## src/rtl/sd_spi_target.sv

```systemverilog
// sd_spi_target: SD-card-side SPI target decoding CMD17/CMD24 frames against a 64-bit block store.
// Latency: R1 begins RESP_GAP cycles after the command end bit; read token follows R1 after DATA_GAP cycles.
// Backpressure: none; host must follow SD timing, mosi is ignored outside CMD/WTOKEN/WDATA.
module sd_spi_target #(
  parameter int RESP_GAP      = 8,
  parameter int DATA_GAP      = 8,
  parameter int BUSY_CYCLES   = 16,
  parameter int TOKEN_TIMEOUT = 1024
) (
  input  logic        clk,
  input  logic        rst_n,
  input  logic        mosi,
  output logic        miso,
  output logic [15:0] mem_addr,
  output logic        mem_we,
  output logic [63:0] mem_wdata,
  output logic        mem_re,
  input  logic [63:0] mem_rdata,
  output logic        busy,
  output logic        err
);
  localparam logic [2:0] S_IDLE = 3'd0, S_CMD = 3'd1, S_R1 = 3'd2, S_WTOKEN = 3'd3,
                         S_WDATA = 3'd4, S_DRESP = 3'd5, S_WBUSY = 3'd6, S_RDATA = 3'd7;

  function automatic int max2(input int a, input int b);
    return (a > b) ? a : b;
  endfunction

  // One shared phase counter, wide enough for the longest phase.
  localparam int CMAX = max2(max2(RESP_GAP + 7, DATA_GAP + 87),
                             max2(max2(TOKEN_TIMEOUT - 1, BUSY_CYCLES - 1), 79));
  localparam int CW = $clog2(CMAX + 1);

  localparam logic [CW-1:0] C_CMD_LAST  = CW'(47);
  localparam logic [CW-1:0] C_R1_PRE    = CW'(RESP_GAP - 1);
  localparam logic [CW-1:0] C_R1_FIRST  = CW'(RESP_GAP);
  localparam logic [CW-1:0] C_R1_CAP    = CW'(RESP_GAP + 1);
  localparam logic [CW-1:0] C_R1_LAST   = CW'(RESP_GAP + 7);
  localparam logic [CW-1:0] C_TOK_LAST  = CW'(TOKEN_TIMEOUT - 1);
  localparam logic [CW-1:0] C_WD_LAST   = CW'(63);
  localparam logic [CW-1:0] C_WC_LAST   = CW'(79);
  localparam logic [CW-1:0] C_DR_LAST   = CW'(7);
  localparam logic [CW-1:0] C_BUSY_LAST = CW'(BUSY_CYCLES - 1);
  localparam logic [CW-1:0] C_RD_TOK0   = CW'(DATA_GAP + 7);
  localparam logic [CW-1:0] C_RD_DAT    = CW'(DATA_GAP + 8);
  localparam logic [CW-1:0] C_RD_CRC    = CW'(DATA_GAP + 72);
  localparam logic [CW-1:0] C_RD_LAST   = CW'(DATA_GAP + 87);

  function automatic logic [6:0] crc7(input logic [39:0] d);
    logic [6:0] c;
    logic       fb;
    c = 7'h00;
    for (int i = 39; i >= 0; i--) begin
      fb = d[i] ^ c[6];
      c  = {c[5:0], 1'b0} ^ (fb ? 7'h09 : 7'h00);
    end
    return c;
  endfunction

  function automatic logic [15:0] crc16(input logic [63:0] d);
    logic [15:0] c;
    logic        fb;
    c = 16'h0000;
    for (int i = 63; i >= 0; i--) begin
      fb = d[i] ^ c[15];
      c  = {c[14:0], 1'b0} ^ (fb ? 16'h1021 : 16'h0000);
    end
    return c;
  endfunction

  logic [2:0]    state;
  logic [CW-1:0] cnt;
  logic [46:0]   cmd;      // first 47 frame bits; the 48th arrives on the decode edge
  logic [7:0]    r1_sr;    // R1 and data-response transmit shifter
  logic          r1_bad;
  logic          is_wr;
  logic [6:0]    window;   // last 7 mosi samples while hunting for the write token
  logic [63:0]   rx_dat;
  logic [14:0]   rx_crc;
  logic          data_ok;
  logic [63:0]   tx_sr;
  logic [15:0]   crc_sr;

  logic [47:0] cmd_nxt;
  logic [7:0]  win_nxt;
  logic [15:0] rx_crc_nxt;
  logic [5:0]  idx;
  logic [7:0]  r1_nxt;
  logic        wcrc_ok;

  // Full-frame view on the decode edge and R1 selection in priority order.
  always_comb begin
    cmd_nxt    = {cmd, mosi};
    win_nxt    = {window, mosi};
    rx_crc_nxt = {rx_crc, mosi};
    idx        = cmd_nxt[45:40];
    wcrc_ok    = (crc16(rx_dat) == rx_crc_nxt);
    if ((crc7(cmd_nxt[47:8]) != cmd_nxt[7:1]) || !cmd_nxt[46] || !cmd_nxt[0])
      r1_nxt = 8'h08;
    else if ((idx != 6'd17) && (idx != 6'd24))
      r1_nxt = 8'h04;
    else if (cmd_nxt[39:24] != 16'h0000)
      r1_nxt = 8'h40;
    else
      r1_nxt = 8'h00;
  end

  // Serial output is a pure function of the current phase; idle-high by default.
  always_comb begin
    miso = 1'b1;
    case (state)
      S_R1:    if (cnt >= C_R1_FIRST) miso = r1_sr[7];
      S_DRESP: miso = r1_sr[7];
      S_WBUSY: miso = 1'b0;
      S_RDATA: begin
        if (cnt == C_RD_TOK0)                           miso = 1'b0;
        else if ((cnt >= C_RD_DAT) && (cnt < C_RD_CRC)) miso = tx_sr[63];
        else if (cnt >= C_RD_CRC)                       miso = crc_sr[15];
      end
      default: miso = 1'b1;
    endcase
  end

  assign busy = (state != S_IDLE);

  // Main FSM: command capture, response sequencing and storage strobes.
  always_ff @(posedge clk or negedge rst_n) begin
    if (!rst_n) begin
      state <= S_IDLE;   cnt <= '0;      cmd <= '0;      r1_sr <= '0;
      r1_bad <= 1'b0;    is_wr <= 1'b0;  window <= '0;   rx_dat <= '0;
      rx_crc <= '0;      data_ok <= 1'b0; tx_sr <= '0;   crc_sr <= '0;
      mem_addr <= '0;    mem_wdata <= '0; mem_we <= 1'b0; mem_re <= 1'b0;
      err <= 1'b0;
    end else begin
      err    <= 1'b0;
      mem_we <= 1'b0;
      mem_re <= 1'b0;
      case (state)
        S_IDLE: if (!mosi) begin
          state <= S_CMD;
          cmd   <= '0;
          cnt   <= CW'(1);
        end
        S_CMD: begin
          cmd <= cmd_nxt[46:0];
          if (cnt == C_CMD_LAST) begin
            state  <= S_R1;
            cnt    <= '0;
            r1_sr  <= r1_nxt;
            r1_bad <= (r1_nxt != 8'h00);
            is_wr  <= (idx == 6'd24);
            if (r1_nxt == 8'h00) mem_addr <= cmd_nxt[23:8];
          end else cnt <= cnt + 1'b1;
        end
        S_R1: begin
          if (cnt >= C_R1_FIRST) r1_sr <= {r1_sr[6:0], 1'b0};
          // Register err/mem_re one cycle early so they coincide with the first R1 bit.
          if (cnt == C_R1_PRE) begin
            err    <= r1_bad;
            mem_re <= !r1_bad && !is_wr;
          end
          if ((cnt == C_R1_CAP) && !r1_bad && !is_wr) begin
            tx_sr  <= mem_rdata;
            crc_sr <= crc16(mem_rdata);
          end
          if (cnt == C_R1_LAST) begin
            cnt    <= '0;
            window <= 7'h7F;
            state  <= r1_bad ? S_IDLE : (is_wr ? S_WTOKEN : S_RDATA);
          end else cnt <= cnt + 1'b1;
        end
        S_WTOKEN: begin
          window <= win_nxt[6:0];
          if (win_nxt == 8'hFE) begin
            state <= S_WDATA;
            cnt   <= '0;
          end else if (cnt == C_TOK_LAST) begin
            state <= S_IDLE;
            cnt   <= '0;
            err   <= 1'b1;
          end else cnt <= cnt + 1'b1;
        end
        S_WDATA: begin
          if (cnt <= C_WD_LAST) rx_dat <= {rx_dat[62:0], mosi};
          else                  rx_crc <= rx_crc_nxt[14:0];
          if (cnt == C_WC_LAST) begin
            state   <= S_DRESP;
            cnt     <= '0;
            data_ok <= wcrc_ok;
            err     <= !wcrc_ok;
            r1_sr   <= wcrc_ok ? 8'h05 : 8'h0B;
          end else cnt <= cnt + 1'b1;
        end
        S_DRESP: begin
          r1_sr <= {r1_sr[6:0], 1'b0};
          if (cnt == C_DR_LAST) begin
            cnt   <= '0;
            state <= data_ok ? S_WBUSY : S_IDLE;
            if (data_ok) begin
              mem_we    <= 1'b1;
              mem_wdata <= rx_dat;
            end
          end else cnt <= cnt + 1'b1;
        end
        S_WBUSY: begin
          if (cnt == C_BUSY_LAST) begin
            state <= S_IDLE;
            cnt   <= '0;
          end else cnt <= cnt + 1'b1;
        end
        S_RDATA: begin
          if ((cnt >= C_RD_DAT) && (cnt < C_RD_CRC)) tx_sr <= {tx_sr[62:0], 1'b0};
          if (cnt >= C_RD_CRC) crc_sr <= {crc_sr[14:0], 1'b0};
          if (cnt == C_RD_LAST) begin
            state <= S_IDLE;
            cnt   <= '0;
          end else cnt <= cnt + 1'b1;
        end
        default: begin
          state <= S_IDLE;
          cnt   <= '0;
        end
      endcase
    end
  end
endmodule
```

## config.mk

```make
export PLATFORM = sky130hd
export DESIGN_NAME = sd_spi_target
export DESIGN_NICKNAME = d
export VERILOG_FILES = /design/src/rtl/sd_spi_target.sv
export SDC_FILE = /design/constraint.sdc
export NUM_CORES = 1
export LEC_CHECK = 0
export BUFFER_PORTS_ARGS = -buffer_cell sky130_fd_sc_hd__buf_4
export CAP_MARGIN = 0
export CORE_ASPECT_RATIO = 1.25
export CORE_MARGIN = 1
export CORE_UTILIZATION = 50
export DETAILED_ROUTE_END_ITERATION = 12
export HOLD_SLACK_MARGIN = 0.15
export PLACE_DENSITY = 0.7
export SLEW_MARGIN = 20
export SYNTH_ARGS = -nofsm -noshare
export SYNTH_HDL_FRONTEND = slang
export SYNTH_SLANG_ARGS = --single-unit
```

## constraint.sdc

```tcl
create_clock -name clk -period 4.4 [get_ports clk]
set_input_delay 0.22 -clock clk [delete_from_list [all_inputs] [get_ports clk]]
set_output_delay 0.22 -clock clk [all_outputs]
set_load 0.005 [all_outputs]
```

==> results of run 1 <==
worst max-delay path: cells and delay by family, from the launching register on:
family | cells | cell delay (ns)
AND/OR/NAND/NOR | 2 | 0.68
XOR/XNOR | 8 | 2.47
AO/OA/AOI/OAI | 2 | 0.48
buffers and inverters | 1 | 0.18
flip-flops | 1 | 0.48
cell usage in the layout (no fill, tap or decap), types with 8 or more instances in the layout:
master / netlist / layout
o21ai_0: 100 / 100
dlygate4sd3_1: 0 / 65
xor2_2: 1 / 10
xnor3_2: 5 / 23
clkbuf_1: 60 / 8
xnor2_2: 3 / 35
xor2_1: 75 / 63
nand2_1: 108 / 107
mux2_2: 158 / 158
and3_1: 10 / 9
xnor3_1: 94 / 76
xnor2_1: 212 / 173
o22a_1: 9 / 9
nor2_1: 41 / 37
a21oi_1: 22 / 22
xor3_1: 15 / 9
dfrtp_1: 320 / 308
buf_4: 1 / 252
a22o_1: 49 / 49
clkbuf_16: 0 / 34
dfrtp_2: 0 / 12
xnor2_4: 1 / 8
nor3_1: 9 / 9
mux2i_1: 70 / 70
inv_1: 10 / 10
nand3_1: 15 / 15
worst min path at each step:
stage / end / start
after floorplan: cmd[0]$_DFFE_PN0P_ / rst_n
after global placement: mem_wdata[10]$_DFFE_PN0P_ / rst_n
after detailed placement: mem_wdata[14]$_DFFE_PN0P_ / rst_n
after CTS: tx_sr[38]$_DFFE_PN0P_ / mem_rdata[38]
after global routing: tx_sr[38]$_DFFE_PN0P_ / mem_rdata[38]
final: tx_sr[38]$_DFFE_PN0P_ / mem_rdata[38]
layout make-up:
cell class	instances	area, um2
clock inverters	13	195
diodes	1	2.50
multi-input cells	1077	10700
well taps	480	601
inverters	10	37.5
clock buffers	49	977
repair buffers	323	2660
flip-flops and latches	320	8020
fillers	2720	13200
logic make-up (layout without fill, tap and decap cells):
kind of cell    after synthesis  after routing  synth area share, %
compound gates              212            212                 7.48
xor+xnor                    406            406                 28.1
fa+ha+maj                     3              3                0.203
buf+inv                      85            395                 1.83
flops                       320            320                 43.3
mux                         228            228                 13.4
other cells                   0              1                    0
simple gates                228            228                 5.68
sequential cells by signal (all words and copies together) (netlist names), 8 cells and up:
register / cells
tx_sr: 64
cmd: 47
r1_sr: 8
rx_dat: 64
mem_addr: 16
cnt: 10
mem_wdata: 64
rx_crc: 15
crc_sr: 16
routing by layer:
metal	vias up	global-route usage [%]	routed length (um)
met5	-	0	0
met4	0	8.71	1600
li1	5734	-	-
met2	262	40.5	22300
met3	101	3.14	1370
met1	6080	26.9	16800
per-stage QoR:
stage / util, % / area, um2
floorplan: - / 18500
CTS: 62.1 / 22600
global route: 63.8 / 23200
finish: 63.8 / 23200
global placement: 56.7 / 20600
detailed placement: 56.7 / 20600
what timing repair did:
item	in CTS	in global routing
hold buffers	65	0
gates resized for setup	26	67
endpoints found under the hold margin	187	0
pin swaps	16	34
setup buffers	5	28
setup endpoints to repair	5	31
==> impl_metrics.py, run 1 <==
metrics = {
    "status": {
        "status": "completed",
    },
    "cts": {
        "root_buffer": "clkbuf_16",
        "cts_made_buffers": 34,
        "cts_tree": "yes",
        "clkSlewWorstSetupHoldPaths_ns": 0.07,
        "htree_levels": 2,
        "cts_max_path_buffers": 3,
        "cts_sinks": 320,
        "insertion_delay_ns": 0.53,
    },
    "global_routing": {
        "grt_pass1_vias": 12600,
        "antenna_found_initial": 1,
        "grt_pass1_wl_um": 67300,
        "grtUsageTotal_pct": 22.4,
        "grt-ovfl-total": 0,
        "grt_start_max_net_pins": 128,
    },
    "floorplanning": {
        "die_x_um": 174,
        "core_um2": 36400,
        "die_area_um2": 37800,
        "die_y_um": 217,
        "ios": 152,
        "fp-row-count": 78,
        "floorplan.initialDensity_pct": 50.8,
    },
    "placed_design": {
        "numPortBuffers": 151,
        "dp_hpwl_um": 28700,
        "dp_cells": 2112,
        "place_ws_ns": -0.142,
        "gp_routability_congestion": 0.894,
    },
    "setup_path": {
        "cpMostUsedCell": "xnor3_1",
        "start_kind": "flop",
        "r2r_end": "r1_sr[2]$_DFFE_PN0P_",
        "r2r_slack_ns": 0.007,
        "crit_fanout": 8,
        "max_stage_delay_ns": 0.53,
        "crit_arrival_ns": 4.83,
        "critical_path_class": "reg -> reg",
        "path_cells": "buf_4, xnor3_1, xor2_1, xnor3_1, xnor3_1, xnor3_2, xnor2_2, xnor3_1, xnor2_1, or4_1, a22oi_2, nand4_2, o31ai_2",
        "r2r_cells": 13,
        "cp.required_ns": 4.83,
        "cp-endpoint": "r1_sr[2]$_DFFE_PN0P_",
        "reg2reg_from": "rx_dat[63]$_DFFE_PN0P_",
        "end_kind": "flop",
        "worst_path_max_delay_cell": "or4_1",
        "startpoint": "rx_dat[63]$_DFFE_PN0P_",
    },
    "finish": {
        "syn2layout_area_growth_pct": 25.6,
        "stdcell_count": 2273,
        "drive_gt1_share_pct": 32.5,
        "nNetsFinal": 1836,
    },
    "synth": {
        "async_reset_ff_share_pct": 100,
        "yosys.area.top_type": "dfrtp_1",
        "syn_nets": 1552,
        "postSynthCellCount": 1482,
        "synth_edf_count": 0,
        "synth.yosys.seq_area_share_pct": 43.3,
        "synth_most_common_cell": "dfrtp_1",
        "syn_area_um2": 18500,
        "yosys_warnings": 0,
        "synth_seq_cells": 320,
        "synth_top_area_share_pct": 43.3,
        "synth.distinct_cells": 60,
        "avgSynthCellArea_um2": 12.5,
        "synthTopCellsByArea": "dfrtp_1, xnor3_1, xnor2_1",
        "ys.flop_type": "dfrtp_1",
        "synth_top_cells_by_count": "dfrtp_1, xnor2_1, mux2_2, nand2_1, o21ai_0",
    },
    "worst_hold_path": {
        "hold_path_depth": 5,
        "hold_class": "in -> reg",
    },
    "routing": {
        "finalWirelength_um": 42100,
        "vias_per_cell": 5.36,
        "dr.pass1.iters": 4,
        "vias": 12200,
        "ant_nets": 0,
        "wl_per_cell_um": 18.5,
        "drc": 0,
        "first_iter_violations": 574,
    },
    "sta": {
        "rsz0062_at_grt": "true",
        "worst_slack_ns": 0.00736,
        "hold_viol": 0,
        "final.setup.tns_ns": 0,
        "hold_slack_ns": 0.291,
        "fin_crit_sh_pct": 99.8,
        "fin_skew_ns": 0.0205,
        "period_minus_slack_ns": 4.39,
        "slew_headroom_pct": 36.7,
        "tightest_slew_ns": 0.950,
        "slew_violations": 0,
        "setup_viol": 0,
        "clock.fmax_mhz": 228,
    },
    "run": {
        "drv_cap": 0,
    },
}
Power of run 1 is left out: the tool's default activity adds up to more than one toggle a clock period on the data nets, which glitch-free logic cannot reach.
==> inputs of run 2 (changes only) <==
CTS_CLUSTER_DIAMETER = 120   (was unset)
RECOVER_POWER = 100   (was unset)
==> run 2 against run 1 <==
Compared with the run above: the flow now finishes with violations (max-capacitance violations, max-slew violations, negative setup slack); core utilization down 0.17 points; clock skew up 0.00069 ns; first-iteration DRC count down 2.4%; final area down 0.26%; critical endpoint unchanged; highest routed layer unchanged.
==> impl_metrics.py, run 2 (synthesis gave the netlist of run 1 again) <==
metrics = {
    "status": {
        "status": "finished, violations left",
        "violations": "max-capacitance violations, max-slew violations, negative setup slack",
    },
    "finish": {
        "fillers": 2733,
        "final_cell_mix": "dfrtp_1, xnor2_1, buf_4",
        "final_common_cell": "dfrtp_1",
        "design_area_um2": 23200,
        "stdcell_count": 2273,
        "syn2layout_area_growth_pct": 25.2,
        "register_area_um2": 8020,
        "multi_input_area_um2": 10700,
        "fin_util_pct": 63.6,
        "top_regs": "mem_wdata (64), rx_dat (64), tx_sr (64)",
        "drive_gt1_share_pct": 32.1,
        "nNetsFinal": 1836,
    },
    "setup_path": {
        "crit_arrival_ns": 4.84,
        "cp-endpoint": "r1_sr[2]$_DFFE_PN0P_",
        "r2r_cells": 13,
        "startpoint": "rx_dat[63]$_DFFE_PN0P_",
        "r2r_end": "r1_sr[2]$_DFFE_PN0P_",
        "crit_fanout": 8,
        "reg2reg_from": "rx_dat[63]$_DFFE_PN0P_",
        "start_kind": "flop",
        "r2r_slack_ns": -0.0007,
        "cp.required_ns": 4.84,
        "critical_path_class": "reg -> reg",
        "end_kind": "flop",
    },
    "routing": {
        "vias": 12200,
        "drc": 0,
        "wl_per_cell_um": 18.5,
        "ant_nets": 0,
        "vias_per_cell": 5.36,
        "dr.pass1.iters": 5,
        "first_iter_violations": 560,
        "finalWirelength_um": 42100,
    },
    "floorplanning": {
        "ios": 152,
        "core_um2": 36400,
        "floorplan.initialDensity_pct": 50.8,
        "die_x_um": 174,
        "die_y_um": 217,
        "die_area_um2": 37800,
        "fp-row-count": 78,
    },
    "cts": {
        "htree_levels": 2,
        "clkSlewWorstSetupHoldPaths_ns": 0.07,
        "root_buffer": "clkbuf_16",
        "cts_sinks": 320,
        "cts_tree": "yes",
        "cts_max_path_buffers": 3,
        "insertion_delay_ns": 0.53,
        "cts_made_buffers": 34,
    },
    "sta": {
        "worst_slack_ns": -0.000676,
        "rsz0062_at_grt": "true",
        "period_minus_slack_ns": 4.40,
        "fin_skew_ns": 0.0212,
        "tightest_slew_ns": 3.10,
        "fin_crit_sh_pct": 100,
        "setup_viol": 1,
        "clock.fmax_mhz": 227,
        "slew_headroom_pct": -107,
        "slew_violations": 429,
        "hold_viol": 0,
    },
    "worst_hold_path": {
        "hold_path_depth": 5,
        "hold_class": "in -> reg",
    },
    "placed_design": {
        "numPortBuffers": 151,
        "gp_routability_congestion": 0.894,
        "dp_hpwl_um": 28700,
        "placed_area_um2": 20600,
        "dp_cells": 2112,
    },
    "global_routing": {
        "antenna_found_initial": 1,
        "grt_start_max_net_pins": 128,
        "grtUsageTotal_pct": 22.4,
        "grt_pass1_wl_um": 67300,
        "grt-ovfl-total": 0,
        "grt_pass1_vias": 12600,
    },
    "run": {
        "drv_cap": 5,
    },
}
[run 2: how the worst min path moves through the flow]
stage | endpoint | startpoint | slack [ns]
after floorplan | cmd[0]$_DFFE_PN0P_ | rst_n | -0.08
after global placement | mem_wdata[10]$_DFFE_PN0P_ | rst_n | 0.37
after detailed placement | mem_wdata[14]$_DFFE_PN0P_ | rst_n | 0.40
after CTS | tx_sr[38]$_DFFE_PN0P_ | mem_rdata[38] | 0.16
after global routing | tx_sr[38]$_DFFE_PN0P_ | mem_rdata[38] | 0.28
final | tx_sr[38]$_DFFE_PN0P_ | mem_rdata[38] | 0.30
[run 2: layout make-up]
class / count / share of cell area [%]
clock inverters: 13 / 0.843
multi-input cells: 1077 / 46.3
repair buffers: 323 / 11.2
inverters: 10 / 0.162
diodes: 1 / 0.0108
flip-flops and latches: 320 / 34.6
well taps: 480 / 2.59
clock buffers: 49 / 4.22
[run 2: per-layer routing]
layer	GRT usage (%)	wire length, um
met2	40.5	22400
met3	3.14	1340
met5	0	0
met1	26.9	16800
met4	8.71	1600
[run 2: critical path, stage by stage, from the launching register on]
cell and delay, ns:
dfrtp_2 0.48, buf_4 0.18, xnor3_1 0.41, xor2_1 0.21
xnor3_1 0.32, xnor3_1 0.25, xnor3_2 0.46, xnor2_2 0.19
xnor3_1 0.46, xnor2_1 0.16, or4_1 0.53, a22oi_2 0.23
nand4_2 0.15, o31ai_2 0.26
[run 2: through the flow]
stage	worst slack (ns)	setup TNS [ns]	hold WS [ns]
floorplan	0.0218	0	-0.0756
global placement	-0.0528	-0.127	0.374
detailed placement	-0.142	-0.560	0.395
CTS	0.00694	0	0.162
global route	-0.147	-0.787	0.278
finish	-0.000676	-0.000676	0.300
[run 2: what timing repair did]
action | in CTS | in global routing
setup endpoints to repair | 5 | 31
setup buffers | 5 | 28
hold endpoints to repair | 187 | 0
resized for setup | 26 | 67
hold buffers | 65 | 0
pin swaps | 16 | 34
Power of run 2 is left out for the same reason.
